--- config.mk ---
export PLATFORM = sky130hd
export DESIGN_NAME = dmem_arbiter
export DESIGN_NICKNAME = d
export VERILOG_FILES = /design/src/rtl/dmem_arbiter.sv
export SDC_FILE = /design/constraint.sdc
export NUM_CORES = 1
export LEC_CHECK = 0
export CAP_MARGIN = 10
export CORE_AREA = 2 2 95 97
export CTS_BUF_LIST = sky130_fd_sc_hd__clkbuf_8
export DETAILED_ROUTE_END_ITERATION = 8
export DIE_AREA = 0 0 97 99
export PLACE_DENSITY_LB_ADDON = 0.3
export SLEW_MARGIN = 20
export SYNTH_ARGS = -nofsm -noshare
export SYNTH_HDL_FRONTEND = slang
export SYNTH_SLANG_ARGS = --single-unit
export TNS_END_PERCENT = 10
--- constraint.sdc ---
create_clock -name clk -period 2.9 [get_ports clk]
set_input_delay 0.87 -clock clk [delete_from_list [all_inputs] [get_ports clk]]
set_output_delay 0.87 -clock clk [all_outputs]
set_load 0.005 [all_outputs]
--- src/rtl/dmem_arbiter.sv ---
// dmem_arbiter: shares one single-port data memory between the core load/store
// unit (port 0) and the debug/loader port (port 1). Round-robin arbitration, a
// one-cycle read return steered to the winner, and a bounded loader lock so
// long bursts cannot starve the core.
module dmem_arbiter #(
  parameter int ADDR_W   = 10,
  parameter int DATA_W   = 32,
  parameter int LOCK_MAX = 16
) (
  input  logic                clk,
  input  logic                rst,
  // port 0: core load/store unit
  input  logic                p0_req,
  input  logic                p0_we,
  input  logic [ADDR_W-1:0]   p0_addr,
  input  logic [DATA_W-1:0]   p0_wdata,
  input  logic [DATA_W/8-1:0] p0_wmask,
  output logic                p0_gnt,
  output logic                p0_rvalid,
  output logic [DATA_W-1:0]   p0_rdata,
  // port 1: debug/loader
  input  logic                p1_req,
  input  logic                p1_we,
  input  logic [ADDR_W-1:0]   p1_addr,
  input  logic [DATA_W-1:0]   p1_wdata,
  input  logic [DATA_W/8-1:0] p1_wmask,
  input  logic                p1_lock,
  output logic                p1_gnt,
  output logic                p1_rvalid,
  output logic [DATA_W-1:0]   p1_rdata,
  output logic                p1_locked,
  // data memory side
  output logic                mem_en,
  output logic                mem_we,
  output logic [ADDR_W-1:0]   mem_addr,
  output logic [DATA_W-1:0]   mem_wdata,
  output logic [DATA_W/8-1:0] mem_wmask,
  input  logic [DATA_W-1:0]   mem_rdata
);

  localparam int CNT_W = $clog2(LOCK_MAX + 1);
  localparam logic [CNT_W-1:0] CNT_MAX = CNT_W'(LOCK_MAX);

  typedef enum logic {
    ST_ARB,
    ST_LOCKED
  } state_t;

  state_t           state, next_state;
  logic [CNT_W-1:0] lock_cnt;
  logic             last_winner;  // 0 = port 0 won last grant, 1 = port 1
  logic             rd_pend;
  logic             rd_port;

  logic             gnt0, gnt1;
  logic             arb_en;       // round-robin decides this cycle
  logic             lw_eff;       // last_winner as seen by the round-robin
  logic             timeout;

  assign timeout = (state == ST_LOCKED) && (lock_cnt == CNT_MAX);

  // Next-state and grant decision. When the lock is dropped or times out the
  // same cycle already arbitrates normally, so a waiting core gets in at once.
  always_comb begin
    // NOTE: every signal assigned here gets a default first so no latch is inferred.
    next_state = state;
    gnt0       = 1'b0;
    gnt1       = 1'b0;
    arb_en     = 1'b0;
    lw_eff     = last_winner;
    case (state)
      ST_ARB: arb_en = 1'b1;
      ST_LOCKED: begin
        if (timeout) begin
          // Timeout: pretend port 1 won last so a pending core request wins.
          arb_en     = 1'b1;
          lw_eff     = 1'b1;
          next_state = ST_ARB;
        end else if (!p1_lock) begin
          arb_en     = 1'b1;
          next_state = ST_ARB;
        end else begin
          gnt1 = p1_req;
        end
      end
      default: next_state = ST_ARB;
    endcase
    if (arb_en) begin
      if (p0_req && p1_req) begin
        gnt0 = lw_eff;
        gnt1 = !lw_eff;
      end else begin
        gnt0 = p0_req;
        gnt1 = p1_req;
      end
      // Only a fresh grant out of ARB may take the lock.
      if (state == ST_ARB && gnt1 && p1_lock) next_state = ST_LOCKED;
    end
    // Reset forces every output low, including the combinational grants.
    if (rst) begin
      gnt0 = 1'b0;
      gnt1 = 1'b0;
    end
  end

  // State register, lock counter, round-robin pointer and read-return tracking.
  always_ff @(posedge clk or posedge rst) begin
    if (rst) begin
      state       <= ST_ARB;
      lock_cnt    <= '0;
      last_winner <= 1'b1;
      rd_pend     <= 1'b0;
      rd_port     <= 1'b0;
    end else begin
      // NOTE: sequential state uses non-blocking assignments so every register
      // samples the pre-edge values regardless of statement order.
      state <= next_state;
      if (next_state == ST_LOCKED) begin
        if (state == ST_ARB)          lock_cnt <= CNT_W'(1);
        else if (lock_cnt != CNT_MAX) lock_cnt <= lock_cnt + CNT_W'(1);
      end else begin
        lock_cnt <= '0;
      end
      if (gnt0)         last_winner <= 1'b0;
      else if (gnt1)    last_winner <= 1'b1;
      else if (timeout) last_winner <= 1'b1;
      rd_pend <= (gnt0 && !p0_we) || (gnt1 && !p1_we);
      rd_port <= gnt1;
    end
  end

  // Memory-side mux: granted port's fields, all zero when idle.
  always_comb begin
    mem_we    = 1'b0;
    mem_addr  = '0;
    mem_wdata = '0;
    mem_wmask = '0;
    if (gnt0) begin
      mem_we    = p0_we;
      mem_addr  = p0_addr;
      mem_wdata = p0_wdata;
      mem_wmask = p0_wmask;
    end else if (gnt1) begin
      mem_we    = p1_we;
      mem_addr  = p1_addr;
      mem_wdata = p1_wdata;
      mem_wmask = p1_wmask;
    end
  end

  assign mem_en    = gnt0 || gnt1;
  assign p0_gnt    = gnt0;
  assign p1_gnt    = gnt1;
  assign p1_locked = (state == ST_LOCKED);

  // Read return is steered to the port that owned the read one cycle earlier.
  assign p0_rvalid = rd_pend && !rd_port;
  assign p1_rvalid = rd_pend && rd_port;
  assign p0_rdata  = p0_rvalid ? mem_rdata : '0;
  assign p1_rdata  = p1_rvalid ? mem_rdata : '0;

endmodule

# --- Word level (Yosys, flattened, before mapping) ---
# Cells that the tools add are included.
word_totals:
  output_inout_bits: 117
  register_bits: 9
  latch_bits: 0
  mem_bits_rw: 0
  memories: 0
  romBits: 0
op_classes:
  n_shift: 0
  n_addsub: 1
  n_reduce_logical: 14
  n_mux: 35
  mul: 0
  eq_ne: 3
  div_mod_pow: 0
  bitwise: 1
  magnitude_cmp: 0
ops:
  columns: ["cell", "count"]
  rows:
  - ["$mux 32", 4]
  - ["$mux 1", 23]
  - ["$mux 10", 2]
  - ["$mux 5", 3]
  - ["$logic_and 1x1->1", 8]
  - ["$mux 4", 2]
  - ["$add 5x1->5 const B", 1]
  - ["$eq 5x5->1 const B", 1]
  - ["$ne 5x5->1 const B", 1]
  - ["$logic_not 1->1", 4]
  - ["$ne 3x2->1 const B", 1]
  - ["$logic_or 1x1->1", 2]
  - ["$pmux 1 s2", 1]
  - ["$not 1->1", 1]

# --- Logic depth before layout (Yosys ltp) ---
logic_depth:
  ltp_word: 12
  mapped_depth: 6
  depth_no_buf: 5

# --- Worst setup path before layout ---
# Ideal clock, no wire load.
synth_path:
  kind: "input port to output port"
  start: "input port p1_lock"
  end: "output port mem_addr[0]"
  arrival_ns: 1.786
  required_ns: 2.030
  path_slack_ns: 0.244
  path_stages: 4
  path_cell_list: "and2_1 > o32ai_2 > buf_2 > a22o_1"
synth_via:
  word_cells_on_any_way: 12
  classes_between: "12 x mux"
synth_lines:
  columns: ["element", "line_no", "text"]
  rows:
  - ["start: declaration", "27", "input logic p1_lock,"]
  - ["$mux 1", "79", "end else if (!p1_lock) begin"]
  - ["$mux 1", "74", "if (timeout) begin"]
  - ["$pmux 1 s2", "71", "case (state)"]
  - ["$mux 1", "88", "if (arb_en) begin"]
  - ["$mux 1", "100", "if (rst) begin"]
  - ["via p0_gnt", "18", "output logic p0_gnt,"]
  - ["$mux 10", "138", "if (gnt0) begin"]
  - ["end: declaration", "35", "output logic [ADDR_W-1:0] mem_addr,"]
# The timed path passes the listed nets, and every way through them passes these cells.

# --- Final worst setup path ---
layout_path:
  start: "input port rst"
  end: "output port mem_wdata[3]"
layout_via:
  elab_chain_cells: 3
  word_cells_on_any_way: 4
  classes_between: "4 x mux"
layout_rtl:
  columns: ["element", "line_no", "text"]
  rows:
  - ["start: declaration", "11", "input logic rst,"]
  - ["$mux 1", "100", null]
  - ["$mux 32", "143", "end else if (gnt1) begin"]
  - ["$mux 32 *", "138", null]
  - ["end: declaration", "36", "output logic [DATA_W-1:0] mem_wdata,"]
# Every way passes the cells marked *; elsewhere a longest branch is shown, timed or not.

==> summary.md <==
| Metric | Value |
|---|---|
| Vias per cell | `4.46` |
| Hpwl dp | `slightly below 7 mm` |
| Critical path, cell by cell | `buf_6, nand2b_4, o32ai_4, buf_12, buf_8, buf_6, buf_16, a22o_1, buf_2` |
| First-pass GRT wire length | `between 10 and 15 mm` |
| Outcome | `complete, but fails checks` |
| Worst min path class | `flip-flop to flip-flop` |
| Post-DRT Antenna Nets | `0` |
| Die Ht | `just under 100 um` |
| Detailed-route via count | `2474` |
| Post-synth top area share | `0.277` |
| Seq/Total Area, Yosys | `0.156` |
| Clk slew on worst S/H paths | `around 0.040 ns` |
| Worst hold slack | `between 0.4 and 0.5 ns` |
| N_diodes | `0` |
| Startpoint types | `input pin` |
| Clock Sinks | `9` |
| Syn Area/Cell | `between 8 and 9 um^2` |
| DR DRC count | `0` |
| Leakage | `around 2.2 nW` |
| H-tree levels | `1` |
| Clk_skew | `approximately 0.0022 ns` |
| Main combinational cell family by area after synthesis | `simple AND/OR/NAND/NOR gates` |
| Max-cap violations | `0` |
| Largest net degree at the start of global routing | `34` |
| Fillers | `around 810` |
| Share of layout cells above drive strength 1 | `0.235` |
| Setup WS pre-CTS | `-0.811 ns` |
| Critical Path AT | `approximately 2.1 ns` |
| Hold EP | `last_winner$_DFF_PP1_` |
| Worst path top cell family by delay | `buffers and inverters` |
| Hold path start | `last_winner$_DFF_PP1_` |
| Core ar. | `approximately 8600 um^2` |
| Final period util | `1.03` |
| Inserted Clock Buffers | `3` |
| Pins Over Slew Limit | `0` |
| Worst Setup End Kind | `output pin` |
| Post-synth top area cell | `a22o_1` |
| GP Congestion | `between 0.8 and 0.9` |
| Syn Nets | `between 300 and 400` |
| Vias in the first global route | `about 2600` |
| Cells on worst reg2reg path | `10` |
| Req. time, crit path | `a little over 2 ns` |
| Final std cells w/o fill | `about 560` |
| Mux share of post-synthesis cell area | `0` |
| Compound-Gate Fraction of Synth Area | `0.334` |
| PwrDens | `between 150 and 200 nW/um^2` |
| Critical path's largest stage delay | `around 0.32 ns` |
| Max IR drop VDD | `~80 uV` |
| Final setup viols | `41` |
| XOR/XNOR share of the synthesized area | `0.0181` |
| Antenna violations before repair | `0` |
| Final Cell Area | `roughly 4400 um^2` |
| Placed cell count | `roughly 540` |
| Fin. Hold Viols | `0` |
| Total Wirelength | `8.61 mm` |
| RSZ-0062 raised after global routing | `true` |
| Post-synthesis simple-gate area fraction | `0.377` |
| GRT overflow | `0` |
| YS warnings | `0` |
| Setup WS post-layout | `-0.0928 ns` |
| Clk buf depth | `2` |
| Worst R2R Start | `lock_cnt[0]$_DFFE_PP0P_` |
| Post-synthesis instance total | `180` |
| Pwr Total | `869 uW` |
| DIE WIDTH | `slightly below 100 um` |
| Die ar. | `between 9000 and 10000 um^2` |
| Headroom to the max-slew limit | `0.773` |
| Cell Area, Placed | `between 4000 and 5000 um^2` |
| CTS tree | `done` |
| WS Path Type | `input pin to output pin` |
| Starting DRT DRC Count | `28` |
| Total GRT Usage | `0.164` |
| Site Rows | `34` |
| Clock root cell | `clkbuf_8` |
| Failing checks | `setup timing` |
| Slowest CP cell | `o32ai_4` |
| Flops & latches, synth | `9` |
| Flop2flop setup slack | `approximately 1.1 ns` |
| R2R Path End | `rd_pend$_DFF_PP0_` |
| Fmax achieved | `approximately 0.33 GHz` |
| Worst slew pin tran | `about 0.34 ns` |
| CP most frequent cell | `buf_6` |
| Port Buf Inserts | `between 200 and 250` |
| Post-route minimum period | `between 2 and 3 ns` |
| Layout Nets | `between 500 and 600` |
| Synth Area in Adders | `0.0172` |
| Bufs and invs on worst path | `6` |
| Synth cell types | `28` |
| Num ports | `approximately 250` |
| P&R area growth vs syn | `200%` |
| Crit path max fanout | `5` |
| Mapped cell area | `~1500 um^2` |
| Clk_lat worst skew | `between 0.2 and 0.25 ns` |
| Top cells by area, synth | `a22o_1 28%, and2_1 16%, and3_1 14%, dfrtp_1 14%, buf_6 3.9%` |
| WHS Path Cells | `2` |
| Routed length per instance | `approximately 16 um` |
| Initial Utilization | `0.170` |
| First-pass DRT Iterations | `4` |
power by group:
part,internal [mW],total [mW],switching [mW]
clock network,0.0919,0.138,0.0458
logic,0.397,0.587,0.190
registers,0.136,0.144,0.00827
layer usage:
metal,up-vias,share of wire,global-route usage
li1,1208,-,-
met1,1101,0.36,0.167
met2,155,0.55,0.329
met3,10,0.084,0.0383
met4,0,0.013,0.0455
met5,-,0,0
timing repair:
item,4_1_cts,5_1_grt
hold buffers,0,0
setup buffers,10,0
setup endpoints to repair,52,61
gates cloned,5,0
pin swaps,45,4
gates resized for setup,252,15
state kept, by name (all words and copies together) (netlist names):
signal       flops
lock_cnt         5
p1_locked        1
rd_pend          1
rd_port          1
last_winner      1
final cells by class:
type,instances,area (um^2),share of cell area
Timing Repair Buffer,282,2770,0.636
Multi-Input combinational cell,145,1150,0.264
Sequential cell,9,226,0.0520
Tap cell,108,135,0.0310
Clock buffer,3,41.3,0.00949
Inverter,7,26.3,0.00604
Clock inverter,1,3.75,0.000862
cell usage after synthesis:
cell / count
a22o_1: 46
and2_1: 36
and3_1: 33
clkbuf_1: 9
dfrtp_1: 8
inv_1: 7
buf_2: 5
buf_6: 5
nand2_1: 4
nor2_1: 3
a22o_2: 2
ha_1: 2
nand2b_1: 2
nand3_1: 2
nor2b_1: 2
xor2_1: 2
a21oi_1: 1
a221oi_1: 1
a221oi_4: 1
a31oi_1: 1
and4bb_4: 1
dfstp_2: 1
nand3b_1: 1
nand4bb_2: 1
o32ai_2: 1
or2_2: 1
or3b_2: 1
xnor2_1: 1
worst reg2reg max path, stage by stage, from the launching register on:
cell,delay (ns)
dfrtp_1,0.34
inv_1,0.05
ha_1,0.20
buf_4,0.14
nand4bb_4,0.11
o32ai_4,0.10
buf_12,0.14
buf_8,0.11
buf_6,0.13
buf_16,0.13
a22o_1,0.23
worst max path at each step:
stage,slack [ns],startpoint,to,depth (start not counted)
floorplan,0.24,p1_lock,mem_addr[0],4
global placement,-0.77,p0_req,mem_wdata[19],6
detailed placement,-0.81,p0_req,mem_wdata[24],6
CTS,-0.17,p1_lock,mem_addr[6],10
global route,-0.16,rst,mem_wdata[13],9
finish,-0.09,rst,mem_wdata[3],9
layout by cell type (no fill, tap or decap), types with 2 or more instances in the layout:
master / n
a22o_1: 46
a22o_4: 2
and2_1: 34
and2_4: 2
and3_1: 32
buf_12: 5
buf_16: 4
buf_2: 47
buf_4: 11
buf_6: 16
buf_8: 4
clkbuf_8: 3
clkdlybuf4s50_1: 180
dfrtp_1: 8
dlygate4sd2_1: 2
dlymetal6s2s_1: 12
ha_1: 2
inv_1: 8
nand2_1: 4
nand3_1: 2
nor2_1: 3
xor2_1: 2
per-stage QoR:
stage                     TNS (ns)   util
final                        -1.73  0.509
after floorplan                  0      -
after detailed placement    -38.25  0.487
after global routing         -4.57  0.509
after CTS                    -4.89  0.508
after global placement      -37.17  0.487
logic make-up (layout without fill, tap and decap cells):
group                    Yosys count  in the layout
adder cells (fa/ha/maj)            2              2
AND/OR/NAND/NOR                   87             87
buffers and inverters             26            293
flip-flops                         9              9
AO/OA/AOI/OAI                     53             53
XOR/XNOR                           3              3
Power figures use the tool's default switching activity.
